<file path="src/rtl/key_input_capture.sv">
// key_input_capture: debounced button/switch front-end delivering op codes or digits over valid/ready
// Ports:
//   clk, rst        system clock, synchronous active-high reset
//   i_btn_confirm   raw confirm button, asynchronous, high = pressed
//   i_btn_cancel    raw cancel button, asynchronous, high = pressed
//   i_sw[3:0]       raw DIP switches, asynchronous
//   i_mode          0 = op entry, 1 = digit entry, sampled at capture
//   i_ready         consumer accepts the held entry
//   o_valid         entry held and stable
//   o_is_digit      i_mode at capture
//   o_op_code[2:0]  {1'b0, sw[1:0]} for op entries, else 0
//   o_digit_val[3:0] switch value for digit entries, else 0
//   o_err           one-cycle pulse, illegal entry rejected
//   o_cancel        one-cycle pulse, held entry cancelled by the user
// Optional: define KEY_AUTO_REPEAT_EN to re-capture every REPEAT_CYCLES while confirm stays held.
module key_input_capture #(
    parameter int DEB_CYCLES    = 16,
    parameter int MAX_DIGIT     = 15,
    parameter int REPEAT_CYCLES = 64
) (
    input  logic       clk,
    input  logic       rst,
    input  logic       i_btn_confirm,
    input  logic       i_btn_cancel,
    input  logic [3:0] i_sw,
    input  logic       i_mode,
    input  logic       i_ready,
    output logic       o_valid,
    output logic       o_is_digit,
    output logic [2:0] o_op_code,
    output logic [3:0] o_digit_val,
    output logic       o_err,
    output logic       o_cancel
);
    localparam int DW = $clog2(DEB_CYCLES);
    typedef enum logic [1:0] {IDLE, CAPTURE, HOLD, WAIT_REL} state_t;
    state_t state, state_nx;
    // bit 0 = confirm, bit 1 = cancel
    logic [1:0] raw, s1, s2, deb, deb_q, press;
    logic [DW-1:0] cnt [2];
    logic [3:0] sw_s1, sw_s2;
    logic illegal, rep_hit;
    assign raw = {i_btn_cancel, i_btn_confirm};
    assign press = deb & ~deb_q;
    assign illegal = i_mode ? (32'(sw_s2) > MAX_DIGIT) : |sw_s2[3:2];
    always_ff @(posedge clk) begin
        if (rst) begin
            s1 <= '0;
            s2 <= '0;
            deb <= '0;
            deb_q <= '0;
            cnt <= '{default: '0};
            sw_s1 <= '0;
            sw_s2 <= '0;
        end else begin
            s1 <= raw;
            s2 <= s1;
            deb_q <= deb;
            sw_s1 <= i_sw;
            sw_s2 <= sw_s1;
            // a level must disagree for DEB_CYCLES straight cycles before it is accepted
            for (int b = 0; b < 2; b++) begin
                if (s2[b] == deb[b]) begin
                    cnt[b] <= '0;
                end else if (cnt[b] == DW'(DEB_CYCLES - 1)) begin
                    cnt[b] <= '0;
                    deb[b] <= ~deb[b];
                end else begin
                    cnt[b] <= cnt[b] + 1'b1;
                end
            end
        end
    end
`ifdef KEY_AUTO_REPEAT_EN
    localparam int RW = $clog2(REPEAT_CYCLES + 1);
    logic [RW-1:0] rep_cnt;
    // counter is zero on every WAIT_REL entry, so the first repeat comes REPEAT_CYCLES after entry
    assign rep_hit = state == WAIT_REL && deb[0] && rep_cnt == RW'(REPEAT_CYCLES - 1);
    always_ff @(posedge clk) begin
        rep_cnt <= (rst || state != WAIT_REL || !deb[0] || rep_hit) ? '0 : rep_cnt + 1'b1;
    end
`else
    // REPEAT_CYCLES only matters when auto-repeat is built in
    assign rep_hit = REPEAT_CYCLES < 0;
`endif
    always_ff @(posedge clk) begin
        state <= rst ? IDLE : state_nx;
    end
    always_comb begin
        state_nx = state;
        case (state)
            IDLE:     state_nx = press[0] ? CAPTURE : IDLE;
            CAPTURE:  state_nx = illegal ? WAIT_REL : HOLD;
            HOLD:     state_nx = (i_ready || press[1]) ? WAIT_REL : HOLD;
            WAIT_REL: state_nx = !deb[0] ? IDLE : rep_hit ? CAPTURE : WAIT_REL;
            default:  state_nx = IDLE;
        endcase
    end
    always_comb begin
        o_valid = state == HOLD;
        o_err = state == CAPTURE && illegal;
        // a transfer in the same cycle wins over the cancel
        o_cancel = state == HOLD && press[1] && !i_ready;
    end
    always_ff @(posedge clk) begin
        if (rst || (state == HOLD && state_nx != HOLD)) begin
            o_is_digit <= 1'b0;
            o_op_code <= '0;
            o_digit_val <= '0;
        end else if (state == CAPTURE && !illegal) begin
            o_is_digit <= i_mode;
            o_op_code <= i_mode ? 3'd0 : {1'b0, sw_s2[1:0]};
            o_digit_val <= i_mode ? sw_s2 : 4'd0;
        end
    end
endmodule
</file>
<file path="config.mk">
export PLATFORM = sky130hd
export DESIGN_NAME = key_input_capture
export DESIGN_NICKNAME = d
export VERILOG_FILES = /design/src/rtl/key_input_capture.sv
export SDC_FILE = /design/constraint.sdc
export NUM_CORES = 1
export LEC_CHECK = 0
export CORE_UTILIZATION = 43
export CTS_CLUSTER_SIZE = 16
export DETAILED_ROUTE_END_ITERATION = 6
export HOLD_SLACK_MARGIN = 0.03
export PLACE_DENSITY = 0.67
export SLEW_MARGIN = 20
export SYNTH_ARGS = -nofsm -noshare
export SYNTH_HDL_FRONTEND = slang
export SYNTH_SLANG_ARGS = --single-unit
</file>
<file path="constraint.sdc">
create_clock -name clk -period 4 [get_ports clk]
set_clock_uncertainty 0.15 [all_clocks]
set_input_delay 1.2 -clock clk [delete_from_list [all_inputs] [get_ports clk]]
set_output_delay 1.2 -clock clk [all_outputs]
set_load 0.01 [all_outputs]
</file>
Word level (Yosys, flattened, before mapping)
Index checks and enable logic that the tools add are counted.

word-level totals
  bits in registers = 34

cells by class
  $add $sub $neg = 2
  equal/unequal tests = 8
  multiplexer cells = 8
  bitwise gates (word level) = 6
  reduce and logical (&&, ||, !) cells = 15

operators with widths
  kind                 count
  $add 4x1->4 const B  2
  $eq 4x4->1 const B   2
  $pmux 2 s4           1
  $reduce_or 3->1      2
  $logic_and 1x1->1    5
  $eq 2x2->1 const B   2
  $mux 1               4
  $mux 2               2
  $mux 4               1
  $not 1->1            4
  $reduce_and 2->1     2
  $and 2x2->2          1
  $eq 1x1->1           2
  $eq 2x1->1 const B   1
  $logic_not 1->1      2
  $logic_not 2->1      1
  $logic_or 1x1->1     2
  $ne 2x2->1 const B   1
  $not 2->2            1
  $reduce_or 2->1      1

Longest topological paths before layout
Gate-level depths: netlist of run 1.

  depth after elaboration = 8
  mapped depth = 4

Worst setup path after synthesis of run 1
OpenSTA, ideal clock, no wires.

  path type = input to output
  start = input i_mode
  end = output o_err
  arrival time = 1550 ps
  required time = 2650 ps
  slack = 1100 ps
  cell stages on the path = 1
  cells stage by stage = nor3_1

on the way
  longest elaborated chain between the ends = 2

ends and longest elaborated chain
  element            RTL line  text
  start, declared    26        input logic i_mode,
  $mux 1             45        assign illegal = i_mode ? (32'(sw_s2) > MAX_DIGIT) : |sw_s2[3:2];
  $logic_and 1x1->1  101       o_err = state == CAPTURE && illegal;
  end, declared      32        output logic o_err,

No other way between the ends.

Final worst setup path of run 1
Same ends and word-level chain as after synthesis.

==> flow_summary_export.csv, run 1 <==
group,metric,value,unit
outcome,status,"finished, final reports clean",
setup_path,crit_top_cell,"clkdlybuf4s50_1",
route,postRouteAntennaNets,0,
final_layout,drive_above_1_share,10.34,%
run,drv_cap,0,
sta,finalSetupViolations,0,
place,gp_congestion,0.7476,
sta,rsz0062_at_grt,"no",
setup_path,rrSetupSlack,2.38,ns
place,dp_hpwl,1392,um
route,drt-pass1-iter-count,4,
sta,clock.fmax,264.0,MHz
setup_path,worst-r2r-cell-count,3,
setup_path,cp-start-kind,"input pin",
clock_tree,hold_buffers,0,
yosys,seq_area_frac_synth,53.99,%
yosys,syn_area_per_cell,10.11,um^2
setup_path,end_kind,"output port",
setup_path,crit_slowest_cell,"clkdlybuf4s50_1",
yosys,ys_types,30,
yosys,ys_ff_latch,33,
worst_hold_path,worstHoldEndpoint,"sw_s2[0]",
clock_tree,cts_buffer_depth,2,
power_and_ir_drop,power.leakage,0.5830,nW
route,first_iter_violations,8,
worst_hold_path,holdCritStartpoint,"sw_s1[0]",
yosys,syn_nets,133,
yosys,synthCells,121,
final_layout,num-fill-cells,225,
floorplan,die_x,55.35,um
route,avgViaCountPerCell,4.989,
clock_tree,cts_sinks,33,
setup_path,r2r_end,"o_op_code[1]",
place,port_buffers,19,
sta,finalSetupTns,0,ns
clock_tree,cts_tree,"yes",
sta,period_share,94.70,%
route,vias,873,
clock_tree,postCtsSetupRepairBufs,0,
final_layout,n_antenna_cell,0,
global_route,grt-ovfl-total,0,
sta,fin_crit,3.788,ns
setup_path,crit_type,"input pin to output port",
route,drc,0,
final_layout,syn_to_final_growth,24.34,%
final_layout,fin_area,0.001521,mm^2
yosys,yosys_warnings,0,
final_layout,nets,156,
clock_tree,cts_buffers,5,
floorplan,die_height,55.35,um
setup_path,worstPathArrival,2.44,ns
global_route,grt_util_all_layers,14.18,%
global_route,antenna_found_initial,0,
place,dp_slack,0.2118,ns
power_and_ir_drop,finalPower,0.0006163,W
setup_path,reg2reg_from,"state[1]",
floorplan,core_area,0.002590,mm^2
clock_tree,clkTransAtPathRegs,0.10,ns
place,dpl.cell_count,167,
power_and_ir_drop,powerDensity,405.1,mW/mm^2
sta,finalMaxSlewViolations,0,
setup_path,crit_path_max_incr_delay,0.58,ns
sta,final_hold_viol_count,0,
clock_tree,cts_root_buf,"clkbuf_4",
setup_path,cp_max_fo,2,
final_layout,final_cells,175,
global_route,grt_pass1_vias,768,
worst_hold_path,holdPathStages,1,
yosys,syn_area,0.001224,mm^2
clock_tree,htree_levels,2,
floorplan,row_count,18,
clock_tree,cts_resized,0,
clock_tree,clock_latency,0.33,ns
route,finalWirelength,1863,um
global_route,grt_pass1_wl,3277,um
worst_hold_path,worstHoldPathType,"register to register",
setup_path,required,2.65,ns
floorplan,start_util,47.25,%
floorplan,ioPinCount,21,
power_and_ir_drop,ir_drop,0.4214,mV
floorplan,die_area,0.003063,mm^2
sta,worst_slack,0.2121,ns
setup_path,critical_path.cell_chain,"clkdlybuf4s50_1 > nor3_1 > clkdlybuf4s50_1",
sta,relSlewSlack,51.86,%
place,dpl_cell_area,0.001436,mm^2
global_route,grt_max_degree,19,
sta,worst_pin_slew,0.7220,ns
route,routedWlPerCell,10.65,um
==> worst max-delay path by stage <==
stage           start     to
6_report       i_mode  o_err
5_1_grt        i_mode  o_err
4_1_cts        i_mode  o_err
3_5_place_dp   i_mode  o_err
3_3_place_gp   i_mode  o_err
2_1_floorplan  i_mode  o_err
==> state kept, by name, indices dropped and copies added, names as in the netlist, 4 cells and up <==
name,count
sw_s1,4
o_digit_val,4
cnt,8
sw_s2,4
==> cell usage after synthesis <==
library cell  count  area share [%]
inv_1             4             1.2
nand2b_1          4             2.0
nand2_1           5             1.5
nand3b_1          2             1.2
nor3_1            3             1.2
a21oi_1           2            0.82
buf_6             1            0.92
xnor2_1           2             1.4
or3_1             1            0.51
buf_4             1            0.61
clkbuf_1          3            0.92
ha_1              2             2.0
a211oi_1          5             3.1
nor2b_1          14             7.2
o21ba_4           1             1.3
and3_2            1            0.61
o21ai_0           7             2.9
o31a_1            1            0.72
and3b_2           1            0.82
or4b_1            1            0.82
xor2_1            4             2.9
a211oi_2          2             2.0
conb_1            1            0.31
nor2_1           12             3.7
nand3_1           3             1.2
or4b_4            1             1.1
mux2i_1           2             1.6
dfxtp_1          33              54
and3b_1           1            0.72
and3_1            1            0.51
==> layer usage <==
| layer | up-vias | global-route usage, % | wire length [um] |
|---|---|---|---|
| met5 | - | 0 | 0 |
| met4 | 0 | 6.429 | 37 |
| met3 | 5 | 7.026 | 125 |
| met2 | 25 | 20.31 | 792 |
| met1 | 395 | 17.79 | 908 |
| li1 | 448 | - | - |
==> logic make-up after synthesis <==
| logic type | share of synthesized area [%] |
|---|---|
| xor+xnor | 4.294 |
| mux | 1.636 |
| fa+ha+maj | 2.045 |
| buf+inv | 3.681 |
| simple gates | 23.21 |
| flops | 53.99 |
| compound gates | 10.84 |
| other cells | 0.3065 |
==> layout by cell type, fill, tap and decap left out, drive strengths merged, types with 4 or more instances in the layout <==
master,Yosys,final
a211oi,7,7
clkbuf,3,7
clkdlybuf4s50,0,19
dfxtp,33,33
inv,4,4
nand2,5,5
nand2b,4,4
nor2,12,12
nor2b,14,14
o21ai,7,7
xor2,4,4
==> worst max-delay path: cells and delay by family <==
family	cells	cell delay (ns)
buffers and inverters	2	1.00
and+or+nand+nor	1	0.24
==> report_power, final <==
group / leakage (nW) / total, W / switching (W) / internal [W]
logic: 0.269 / 0.0000240 / 0.00000954 / 0.0000144
registers: 0.269 / 0.000337 / 0.00000270 / 0.000335
clock network: 0.0455 / 0.000255 / 0.000106 / 0.000149
total: 0.583 / 0.000616 / 0.000118 / 0.000498
==> cell type report <==
class / count / area (um^2) / share of cell area, %
Inverter: 4 / 15.01 / 0.9868
Timing Repair Buffer: 21 / 205.2 / 13.49
Sequential cell: 33 / 660.6 / 43.42
Tap cell: 30 / 37.54 / 2.467
Multi-Input combinational cell: 79 / 518.0 / 34.05
Clock inverter: 1 / 30.03 / 1.974
Clock buffer: 7 / 55.05 / 3.618
==> per-stage QoR <==
stage | hold WS (ns) | utilization (%)
final | 0.2909 | 58.74
after global routing | 0.3060 | 58.74
after CTS | 0.2945 | 58.74
after detailed placement | 0.2704 | 55.46
after global placement | 0.2712 | 55.46
after floorplan | 0.2638 | -
Power figures use the tool's default switching activity.
==> run 2: changes to the inputs <==
Clock period 4 ns to 4.92 ns, I/O delays scaled along.
==> run 2 against run 1 <==
  * Sequential cell count is the same
  * Cell count shrank 0.57%
  * Sequential power shrank 19%
  * Critical path depth is the same
  * Clock power shrank 35%
==> flow_summary_export.csv, run 2 (synthesis gave the netlist of run 1 again) <==
group,metric,value,unit
global_route,grt_pass1_vias,821,
route,drt-pass1-iter-count,4,
sta,clock.fmax,222.8,MHz
worst_hold_path,worstHoldPathType,"register to register",
final_layout,largest_register_ffs,8,
route,finalWirelength,1892,um
setup_path,worstPathArrival,2.86,ns
setup_path,cp_top_family,"buffers and inverters",
final_layout,final_cell_mix,"33 x dfxtp_1, 19 x clkdlybuf4s50_1, 14 x nor2b_1",
route,vias,866,
route,postRouteAntennaNets,0,
final_layout,n_antenna_cell,0,
route,avgViaCountPerCell,4.977,
sta,fin_crit,4.488,ns
setup_path,critical_path.cell_chain,"clkdlybuf4s50_1 > nor3_1 > clkdlybuf4s50_1",
clock_tree,htree_levels,2,
clock_tree,cts_buffers,5,
final_layout,nets,155,
worst_hold_path,holdCritStartpoint,"s1[1]",
worst_hold_path,worstHoldEndpoint,"s2[1]",
route,wl_met3,106,um
power_and_ir_drop,ir_drop,0.2112,mV
floorplan,die_height,55.35,um
floorplan,start_util,47.25,%
sta,finalMaxSlewViolations,0,
final_layout,num-fill-cells,239,
power_and_ir_drop,power.leakage,0.5740,nW
sta,final_hold_viol_count,0,
outcome,status,"finished, final reports clean",
floorplan,die_area,0.003063,mm^2
global_route,grt_pass1_wl,3477,um
sta,rsz0062_at_grt,"no",
final_layout,syn_to_final_growth,22.50,%
setup_path,cp_max_fo,6,
clock_tree,cts_sinks,33,
final_layout,layout_commonest_cell,"dfxtp_1",
setup_path,rrSetupSlack,3.28,ns
route,top_layer,"met4",
final_layout,drive_above_1_share,10.42,%
setup_path,required,3.29,ns
place,dp_hpwl,1427,um
clock_tree,cts_buffer_depth,2,
clock_tree,clkTransAtPathRegs,0.10,ns
final_layout,largest_register,"cnt",
setup_path,r2r_end,"o_op_code[0]",
floorplan,row_count,18,
sta,finalSetupViolations,0,
route,wl_met2,887,um
power_and_ir_drop,powerDensity,306.0,mW/mm^2
setup_path,end_kind,"output port",
worst_hold_path,holdPathStages,1,
route,routedWlPerCell,10.87,um
setup_path,crit_path_max_incr_delay,0.59,ns
clock_tree,postCtsSetupRepairBufs,0,
clock_tree,cts_resized,0,
final_layout,final_cells,174,
setup_path,crit_type,"input pin to output port",
floorplan,ioPinCount,21,
setup_path,path_buf_inv,2,
place,port_buffers,19,
sta,relSlewSlack,53.14,%
global_route,grt_util_all_layers,14.85,%
sta,period_share,91.22,%
setup_path,crit_top_cell,"clkdlybuf4s50_1",
clock_tree,hold_buffers,0,
route,first_iter_violations,19,
sta,holdWs,0.2939,ns
global_route,grt-ovfl-total,0,
setup_path,crit_slowest_cell,"clkdlybuf4s50_1",
place,gp_congestion,0.7597,
place,dpl.cell_count,166,
clock_tree,cts_tree,"yes",
route,wl_met1,860,um
clock_tree,clock_latency,0.33,ns
floorplan,core_area,0.002590,mm^2
global_route,grt_max_degree,24,
clock_tree,cts_root_buf,"clkbuf_4",
route,drc,0,
setup_path,worst-r2r-cell-count,3,
sta,worst_pin_slew,0.7029,ns
global_route,antenna_found_initial,0,
floorplan,die_x,55.35,um
setup_path,reg2reg_from,"state[0]",
run,drv_cap,0,
setup_path,cp-start-kind,"input pin",
sta,finalSetupTns,0,ns
## run 2: how the worst max path moves through the flow
stage               cells past startpoint    end   start  slack, ns
global route                            3  o_err  i_mode       0.37
finish                                  3  o_err  i_mode       0.43
detailed placement                      3  o_err  i_mode       0.44
floorplan                               1  o_err  i_mode       1.47
global placement                        3  o_err  i_mode       0.50
CTS                                     3  o_err  i_mode       0.44
## run 2: layout make-up
| cell class | instances | area, um^2 | area share (%) |
|---|---|---|---|
| clock buffer | 7 | 65.06 | 4.341 |
| tap | 30 | 37.54 | 2.504 |
| inverter | 4 | 15.01 | 1.002 |
| clock inverter | 1 | 5.005 | 0.3339 |
| timing repair buffer | 20 | 197.7 | 13.19 |
| multi-input combinational | 79 | 518.0 | 34.56 |
| sequential | 33 | 660.6 | 44.07 |
## run 2: per-layer routing
metal  global-route usage [%]  vias to the layer above
met4                    9.643                        0
li1                         -                      446
met2                    23.75                       25
met3                    5.152                        5
met5                        0                        -
met1                    16.74                      390
## run 2: metrics by stage
step / total power [W] / utilization (%) / setup slack (ns) / instance area [um^2]
after floorplan: 0.0002902 / - / 1.468 / 1224
after global placement: 0.0002989 / 55.17 / 0.5023 / 1429
after detailed placement: 0.0002995 / 55.17 / 0.4400 / 1429
after CTS: 0.0004666 / 57.87 / 0.4386 / 1499
after global routing: 0.0004849 / 57.87 / 0.3688 / 1499
final: 0.0004587 / 57.87 / 0.4318 / 1499
## run 2: report_power, final
part	internal, W	total, W	switching, W
Combinational	0.0000112	0.0000188	0.00000760
Clock	0.0000827	0.000166	0.0000831
Sequential	0.000272	0.000274	0.00000209
==> run 3: changes to the inputs <==
Settings changed: CORE_MARGIN from default to 4, SETUP_SLACK_MARGIN from default to 0.4.
==> run 3 against run 2 <==
  * Worst setup slack improved by 0.014 ns
  * Sequential power barely moved
  * Total power fell by 6.0%
  * Sequential cell count did not move
  * Core utilization fell by 3.6 points
  * Critical endpoint unchanged
==> flow_summary_export.csv, run 3 (synthesis gave the netlist of run 1 again) <==
group,metric,value,unit
worst_hold_path,worstHoldPathType,"register to register",
setup_path,cp_max_fo,6,
route,routedWlPerCell,11.22,um
floorplan,ioPinCount,21,
sta,final_hold_viol_count,0,
floorplan,core_area,0.002734,mm^2
sta,finalSetupViolations,0,
sta,finalMaxSlewViolations,0,
final_layout,final_cell_mix,"33 x dfxtp_1, 19 x clkdlybuf4s50_1, 14 x nor2b_1",
clock_tree,clkTransAtPathRegs,0.09,ns
final_layout,largest_register_ffs,8,
sta,worst_slack,0.4454,ns
final_layout,nets,155,
final_layout,layout_commonest_cell,"dfxtp_1",
floorplan,die_x,61.35,um
sta,rsz0062_at_grt,"no",
global_route,grt_max_degree,18,
sta,fin_crit,4.475,ns
route,vias,874,
floorplan,die_area,0.003763,mm^2
place,dpl_cell_area,0.001430,mm^2
setup_path,crit_type,"input pin to output port",
clock_tree,cts_root_buf,"clkbuf_4",
setup_path,cp-start-kind,"input pin",
global_route,antenna_found_initial,0,
clock_tree,cts_buffers,5,
clock_tree,htree_levels,2,
global_route,grt_pass1_vias,824,
floorplan,start_util,44.76,%
setup_path,crit_slowest_cell,"clkdlybuf4s50_1",
run,drv_cap,0,
clock_tree,cts_tree,"yes",
setup_path,required,3.29,ns
final_layout,largest_register,"cnt",
place,dp_hpwl,1419,um
power_and_ir_drop,power.leakage,0.5599,nW
setup_path,crit_top_cell,"clkdlybuf4s50_1",
power_and_ir_drop,powerDensity,290.6,mW/mm^2
route,finalWirelength,1963,um
route,first_iter_violations,49,
sta,finalSetupTns,0,ns
setup_path,crit_path_max_incr_delay,0.58,ns
route,drt-pass1-iter-count,6,
place,port_buffers,19,
sta,worst_pin_slew,0.6687,ns
route,avgViaCountPerCell,4.994,
clock_tree,clock_latency,0.32,ns
global_route,grt-ovfl-total,0,
final_layout,syn_to_final_growth,21.27,%
sta,relSlewSlack,55.42,%
route,postRouteAntennaNets,0,
setup_path,end_kind,"output port",
final_layout,n_antenna_cell,0,
final_layout,final_util,54.28,%
global_route,grt_util_all_layers,12.32,%
clock_tree,cts_sinks,33,
floorplan,die_height,61.35,um
setup_path,critical_path.cell_chain,"clkdlybuf4s50_1 > nor3_2 > clkdlybuf4s50_1",
sta,period_share,90.95,%
clock_tree,hold_buffers,0,
final_layout,drive_above_1_share,9.028,%
outcome,status,"finished, final reports clean",
final_layout,num-fill-cells,253,
route,drc,0,
power_and_ir_drop,ir_drop,0.1886,mV
clock_tree,cts_buffer_depth,2,
sta,clock.fmax,223.5,MHz
place,dp_slack,0.4298,ns
global_route,grt_pass1_wl,3374,um
setup_path,worstPathArrival,2.85,ns
final_layout,fin_area,0.001484,mm^2
floorplan,row_count,19,
place,gp_congestion,0.7958,
## run 3: cell types whose count changed in the layout (fill, tap and decap cells not counted), sizes merged
cell / delta
clkinv: -1
clkbuf: +1
## run 3: what timing repair did
item,CTS,global route
setup buffers,0,0
gates cloned,0,0
pin swaps,0,1
gates resized for setup,1,0
setup endpoints to repair,1,1
## run 3: power by group
| part | switching [W] | internal [W] |
|---|---|---|
| Sequential | 0.00000226 | 0.000272 |
| Clock | 0.0000809 | 0.0000569 |
| Combinational | 0.00000793 | 0.0000113 |
## run 3: layout make-up
type / instances / area [um^2] / area share (%)
timing repair buffer: 20 / 197.7 / 13.32
inverter: 4 / 15.01 / 1.012
multi-input combinational: 79 / 523.0 / 35.24
tap: 31 / 38.79 / 2.614
clock buffer: 8 / 48.80 / 3.288
sequential: 33 / 660.6 / 44.52
## run 3: worst max-delay path: cells and delay by family
family	cells	cell delay (ns)
AND/OR/NAND/NOR	1	0.27
buffers and inverters	2	1.10
## run 3: per-layer routing
layer / vias up / wire length [um] / track usage [%] / share of wire [%]
met3: 7 / 129 / 4.403 / 6.6
met1: 395 / 884 / 14.60 / 45
met5: - / 0 / 0 / 0
met2: 28 / 904 / 19.18 / 46
li1: 444 / - / - / -
met4: 0 / 44 / 7.273 / 2.2
## run 3: final timing paths
| path | startpoint | to | slack, ns | depth (start not counted) |
|---|---|---|---|---|
| setup / recovery | i_mode | o_err | 0.45 | 3 |
| hold / removal | sw_s1[1] | sw_s2[1] | 0.29 | 1 |
| setup reg to reg | state[0] | o_op_code[0] | 3.25 | 3 |
| hold reg to reg | sw_s1[1] | sw_s2[1] | 0.29 | 1 |
## run 3: per-stage QoR
| stage | hold slack, ns | cells | total power, W |
|---|---|---|---|
| after global routing | 0.3104 | 175 | 0.0004528 |
| after CTS | 0.2925 | 175 | 0.0004379 |
| after global placement | 0.2696 | 167 | 0.0002990 |
| final | 0.2876 | 175 | 0.0004313 |
| after floorplan | 0.2638 | 121 | 0.0002902 |
| after detailed placement | 0.2731 | 167 | 0.0002997 |
